==> src/rtl/pipe_hazard_ctrl_pkg.sv <==
// Shared pipeline definitions for the hazard controller: FSM state encoding,
// register-index width and the hard-wired zero register.
package pipe_hazard_ctrl_pkg;

   localparam int REG_IDX_W = 5;

   localparam logic [REG_IDX_W-1:0] ZERO_REG = 5'd0;

   typedef enum logic [1:0] {
      RUN      = 2'd0,
      MEM_WAIT = 2'd1,
      ABORT    = 2'd2
   } state_t;

endpackage

==> src/rtl/pipe_hazard_ctrl_detect.sv <==
// Purely combinational hazard detection and priority resolution:
// memory wait beats a taken branch, and a taken branch beats load-use.
import pipe_hazard_ctrl_pkg::*;

module hazard_detect (
   input  logic [REG_IDX_W-1:0] rs1_d,
   input  logic [REG_IDX_W-1:0] rs2_d,
   input  logic [REG_IDX_W-1:0] rd_e,
   input  logic                 load_e,
   input  logic                 reg_wen_e,
   input  logic                 br_taken_e,
   input  logic                 mem_req_m,
   input  logic                 mem_ready,
   input  logic                 in_abort,
   output logic                 mwait,
   output logic                 stall_f,
   output logic                 stall_d,
   output logic                 stall_e,
   output logic                 stall_m,
   output logic                 flush_d,
   output logic                 flush_e,
   output logic                 flush_w
);

   logic lu;

   assign mwait = mem_req_m & ~mem_ready & ~in_abort;
   assign lu    = load_e & reg_wen_e & (rd_e != ZERO_REG) &
                  ((rd_e == rs1_d) | (rd_e == rs2_d));

   // While memory is waiting the whole pipe freezes, so EX keeps presenting
   // the branch or load and it is acted on once the wait ends.
   always_comb begin
      stall_f = 1'b0;
      stall_d = 1'b0;
      stall_e = 1'b0;
      stall_m = 1'b0;
      flush_d = 1'b0;
      flush_e = 1'b0;
      flush_w = in_abort;
      if (mwait) begin
         stall_f = 1'b1;
         stall_d = 1'b1;
         stall_e = 1'b1;
         stall_m = 1'b1;
         flush_w = 1'b1;
      end else if (br_taken_e) begin
         flush_d = 1'b1;
         flush_e = 1'b1;
      end else if (lu) begin
         stall_f = 1'b1;
         stall_d = 1'b1;
         flush_e = 1'b1;
      end
   end

endmodule

==> src/rtl/pipe_hazard_ctrl.sv <==
// Stall/flush sequencer for the five-stage pipeline with a data-memory
// watchdog. Define PIPE_HAZARD_CTRL_PERF_EN to add stall/flush counters.
import pipe_hazard_ctrl_pkg::*;

module pipe_hazard_ctrl #(
   parameter int TIMEOUT = 16
) (
   input  logic                 clk,
   input  logic                 rst,
   input  logic [REG_IDX_W-1:0] rs1_d,
   input  logic [REG_IDX_W-1:0] rs2_d,
   input  logic [REG_IDX_W-1:0] rd_e,
   input  logic                 load_e,
   input  logic                 reg_wen_e,
   input  logic                 br_taken_e,
   input  logic                 mem_req_m,
   input  logic                 mem_ready,
   output logic                 stall_f,
   output logic                 stall_d,
   output logic                 stall_e,
   output logic                 stall_m,
   output logic                 flush_d,
   output logic                 flush_e,
   output logic                 flush_w,
   output logic                 mem_abort,
   output logic                 mem_err
`ifdef PIPE_HAZARD_CTRL_PERF_EN
   ,
   output logic [31:0]          stall_cycles,
   output logic [31:0]          flush_count
`endif
);

   localparam int WCNT_W = $clog2(TIMEOUT + 1);
   localparam logic [WCNT_W-1:0] WCNT_LAST = WCNT_W'(TIMEOUT - 1);

   state_t            state;
   logic [WCNT_W-1:0] wcnt;
   logic              mwait;

   hazard_detect u_detect (
      .rs1_d      (rs1_d),
      .rs2_d      (rs2_d),
      .rd_e       (rd_e),
      .load_e     (load_e),
      .reg_wen_e  (reg_wen_e),
      .br_taken_e (br_taken_e),
      .mem_req_m  (mem_req_m),
      .mem_ready  (mem_ready),
      .in_abort   (state == ABORT),
      .mwait      (mwait),
      .stall_f    (stall_f),
      .stall_d    (stall_d),
      .stall_e    (stall_e),
      .stall_m    (stall_m),
      .flush_d    (flush_d),
      .flush_e    (flush_e),
      .flush_w    (flush_w)
   );

   // wcnt counts stalled cycles including the one spent in RUN, so reaching
   // TIMEOUT-1 in MEM_WAIT means this is the TIMEOUT-th stalled cycle.
   always_ff @(posedge clk or posedge rst) begin
      if (rst) begin
         state     <= RUN;
         wcnt      <= '0;
         mem_abort <= 1'b0;
         mem_err   <= 1'b0;
      end else begin
         mem_abort <= 1'b0;
         mem_err   <= 1'b0;
         case (state)
            RUN: begin
               if (mwait) begin
                  state <= MEM_WAIT;
                  wcnt  <= WCNT_W'(1);
               end
            end
            MEM_WAIT: begin
               if (mem_ready || !mem_req_m) begin
                  state <= RUN;
                  wcnt  <= '0;
               end else if (wcnt == WCNT_LAST) begin
                  state     <= ABORT;
                  wcnt      <= '0;
                  mem_abort <= 1'b1;
                  mem_err   <= 1'b1;
               end else begin
                  wcnt <= wcnt + 1'b1;
               end
            end
            ABORT: begin
               state <= RUN;
            end
            default: begin
               state <= RUN;
               wcnt  <= '0;
            end
         endcase
      end
   end

`ifdef PIPE_HAZARD_CTRL_PERF_EN
   always_ff @(posedge clk or posedge rst) begin
      if (rst) begin
         stall_cycles <= '0;
         flush_count  <= '0;
      end else begin
         if (stall_f) stall_cycles <= stall_cycles + 32'd1;
         if (flush_e) flush_count  <= flush_count + 32'd1;
      end
   end
`endif

endmodule

==> config.mk <==
export PLATFORM = sky130hd
export DESIGN_NAME = pipe_hazard_ctrl
export DESIGN_NICKNAME = d
export VERILOG_FILES = /design/src/rtl/pipe_hazard_ctrl_pkg.sv /design/src/rtl/pipe_hazard_ctrl_detect.sv /design/src/rtl/pipe_hazard_ctrl.sv
export SDC_FILE = /design/constraint.sdc
export NUM_CORES = 1
export LEC_CHECK = 0
export CORE_UTILIZATION = 40
export CTS_BUF_LIST = sky130_fd_sc_hd__clkbuf_8
export DETAILED_ROUTE_END_ITERATION = 12
export PLACE_DENSITY_LB_ADDON = 0.1
export REMOVE_ABC_BUFFERS = 1
export SYNTH_ARGS = -nofsm -noshare
export SYNTH_HDL_FRONTEND = slang
export SYNTH_HIERARCHICAL = 1
export SYNTH_SLANG_ARGS = --single-unit
==> constraint.sdc <==
create_clock -name clk -period 1.79 [get_ports clk]
set_input_delay 0.179 -clock clk [delete_from_list [all_inputs] [get_ports clk]]
set_output_delay 0.179 -clock clk [all_outputs]
set_load 0.03 [all_outputs]
==> impl_metrics.json <==
{
  "power_density_nw_per_um2": 592,
  "clockRootBuffer": "clkbuf_8",
  "syn_inst": 65,
  "clkSinkCount": 8,
  "ir_worst_vdd_uv": 523,
  "grt_antenna_before_repair": 0,
  "cp-end-kind": "output pin",
  "gp_congestion": 0.698,
  "wl_per_cell_um": 13.0,
  "r2r_end": "state[0]$_DFFE_PP0P_",
  "critPathLaunch": "state[0]$_DFFE_PP0P_",
  "clk_path_buf_depth": 2,
  "fin_crit_sh": 0.961,
  "grt_max_degree": 9,
  "required_ns": 1.61,
  "yosysWarnings": 6,
  "stdcell_area_um2": 1000,
  "cp.arrival_ns": 1.54,
  "total_power_mw": 0.593,
  "finalSetupViolCount": 0,
  "nFillCells": 98,
  "die_y_um": 40.5,
  "cp-start-kind": "flip-flop",
  "hold_class": "input port to async pin",
  "p_leak_nw": 0.515,
  "synth_seq_cells": 8,
  "port_buffers": 30,
  "initial_utilization": 0.446,
  "reg2reg_from": "wcnt[0]$_DFFE_PP0P_",
  "synthDistinctLibCells": 27,
  "ff2ff_setup_slack_ns": 0.40,
  "postRouteAntennaNets": 0,
  "max_stage_delay_ns": 0.66,
  "hold_viol": 0,
  "cts_tree": "yes",
  "rows": 13,
  "crit_chain": "and2b_1 -> nand2b_1 -> clkdlybuf4s50_1",
  "fin_util": 0.751,
  "htreeDepth": 1,
  "whs_ns": 0.205,
  "slew_violations": 0,
  "clkLatencyLatePin_ns": 0.23,
  "syn_area_per_cell_um2": 9.14,
  "hold_buffers": 0,
  "cp_num_cells": 3,
  "grt_pass1_wl_mm": 2.16,
  "finalSetupTns_ns": 0,
  "fin_ws_ns": 0.0703,
  "rr_worst_depth": 4,
  "path_delay_family": "buffers and inverters",
  "skew_ns": 0.00201,
  "layout-drive-gt1-share": 0.253,
  "seq_area_frac_synth": 0.337,
  "die_x_um": 40.5,
  "num_io_pins": 31,
  "drv_cap": 0,
  "dieArea_um2": 1640,
  "layout_min_cycle_time_ns": 1.72,
  "syn2layout_area_growth_pct": 68.6,
  "max_freq_mhz": 582,
  "crit_slowest_cell": "clkdlybuf4s50_1",
  "clk_pin_slew_ns": 0.04,
  "drc": 0,
  "crit_type": "flip-flop to output pin",
  "grt_overflow": 0,
  "rsz0062_at_grt": "false",
  "vias": 586,
  "first_pass_iters": 1,
  "fin_cells": 114,
  "path_max_fanout": 2,
  "cp-endpoint": "flush_w",
  "post_drt_via_cell_ratio": 5.14,
  "place_inst": 111,
  "final_nets": 124,
  "path_buf_inv": 1,
  "gr-usage-all-layers": 0.208,
  "grt_pass1_vias": 527,
  "wirelength_mm": 1.48,
  "antenna-diode-count": 0,
  "worst_pin_slew_ns": 0.334,
  "post_dp_cell_area_um2": 908,
  "pre_cts_slack_ns": -0.231,
  "post-dp-hpwl_mm": 1.11,
  "core-area_um2": 1330,
  "syn_area_um2": 594,
  "status": "finished, final reports clean",
  "drt_iter0_drc": 0,
  "cts_buffers": 3,
  "slew_headroom": 0.776
}
-- layout make-up --
cell class | count | area (µm²) | area share
Multi-Input combinational cell | 47 | 383 | 0.382
Inverter | 6 | 22.5 | 0.0225
Sequential cell | 8 | 200 | 0.200
Tap cell | 15 | 18.8 | 0.0187
Timing Repair Buffer | 35 | 337 | 0.336
Clock buffer | 3 | 41.3 | 0.0412
-- worst min-delay path by stage --
stage / slack [ns] / cells past startpoint / start / endpoint
floorplan: -0.005 / 1 / rst / mem_err$_DFF_PP0_
global placement: 0.45 / 2 / rst / state[1]$_DFFE_PP0P_
detailed placement: 0.45 / 2 / rst / mem_err$_DFF_PP0_
CTS: 0.21 / 2 / rst / wcnt[2]$_DFFE_PP0P_
global route: 0.24 / 2 / rst / wcnt[2]$_DFFE_PP0P_
finish: 0.21 / 2 / rst / wcnt[2]$_DFFE_PP0P_
-- cells in the final DEF, fill, tap and decap left out, drive strengths merged --
| master | Yosys | routed |
|---|---|---|
| nor2 | 3 | 3 |
| or4 | 1 | 1 |
| o21ai | 2 | 2 |
| a21boi | 1 | 1 |
| nor3 | 2 | 2 |
| o22ai | 1 | 1 |
| ha | 1 | 1 |
| a22oi | 1 | 1 |
| o211ai | 1 | 1 |
| nand2 | 4 | 4 |
| o21bai | 1 | 1 |
| or3b | 1 | 1 |
| o41ai | 2 | 2 |
| and4bb | 1 | 1 |
| clkdlybuf4s50 | 0 | 13 |
| nand2b | 5 | 5 |
| clkbuf | 0 | 3 |
| inv | 6 | 6 |
| dlygate4sd2 | 0 | 5 |
| xor2 | 10 | 10 |
| a31oi | 1 | 1 |
| buf | 4 | 10 |
| nor3b | 2 | 2 |
| dfrtp | 8 | 8 |
| and2b | 1 | 1 |
| dlymetal6s2s | 0 | 7 |
| nand3 | 2 | 2 |
| nand3b | 1 | 1 |
| or2 | 1 | 1 |
| a21oi | 2 | 2 |
-- synthesized netlist by cell type --
cell / number / area, µm²
o21ai_1: 1 / 5.00
or2_2: 1 / 6.26
nor2_1: 3 / 11.3
and4bb_4: 1 / 16.3
a21boi_0: 1 / 7.51
nand3b_1: 1 / 7.51
o41ai_1: 2 / 17.5
or4_1: 1 / 7.51
a21oi_1: 2 / 10.0
o21bai_1: 1 / 7.51
dfrtp_1: 8 / 200
nand2b_1: 5 / 31.3
nand2_1: 4 / 15.0
a22oi_1: 1 / 7.51
inv_1: 6 / 22.5
or3b_1: 1 / 8.76
nor3_2: 2 / 20.0
ha_1: 1 / 12.5
o21ai_0: 1 / 5.00
xor2_1: 10 / 87.6
and2b_1: 1 / 7.51
o22ai_1: 1 / 6.26
nor3b_1: 2 / 15.0
a31oi_1: 1 / 6.26
buf_4: 4 / 30.0
o211ai_2: 1 / 12.5
nand3_1: 2 / 10.0
-- sequential cells by signal, summed over array words and instances (netlist names) --
signal	cells
wcnt	5
state	2
mem_err	1
-- cells by family after synthesis --
| family | count (synthesis) | synth area share |
|---|---|---|
| xor+xnor | 10 | 0.147 |
| compound gates | 12 | 0.143 |
| simple gates | 24 | 0.263 |
| flops | 8 | 0.337 |
| buf+inv | 10 | 0.0884 |
| fa+ha+maj | 1 | 0.0210 |
-- timing repair --
item | in CTS | in global routing
endpoints found under the setup margin | 4 | 2
gates resized for setup | 14 | 7
setup buffers | 0 | 1
pin swaps | 4 | 5
-- power breakdown --
part / total, mW / switching (mW) / internal (mW)
clock network: 0.210 / 0.0649 / 0.145
logic: 0.176 / 0.0830 / 0.0927
registers: 0.208 / 0.0122 / 0.195
total: 0.593 / 0.160 / 0.433
-- layer usage --
layer  wire length, µm  vias to the layer above  GRT usage
li1                  -                      289          -
met1               591                      271      0.231
met2               739                       22      0.357
met3               122                        4     0.0611
met4                23                        0      0.100
met5                 0                        -          0
-- worst register-to-register path: cells and delay by family (launching register included) --
family / cells / cell delay [ns]
AOI/OAI and AO/OA: 2 / 0.50
DFF: 1 / 0.38
adders and majority gates: 1 / 0.21
and+or+nand+nor: 1 / 0.15
(Power assumes the default switching activity.)
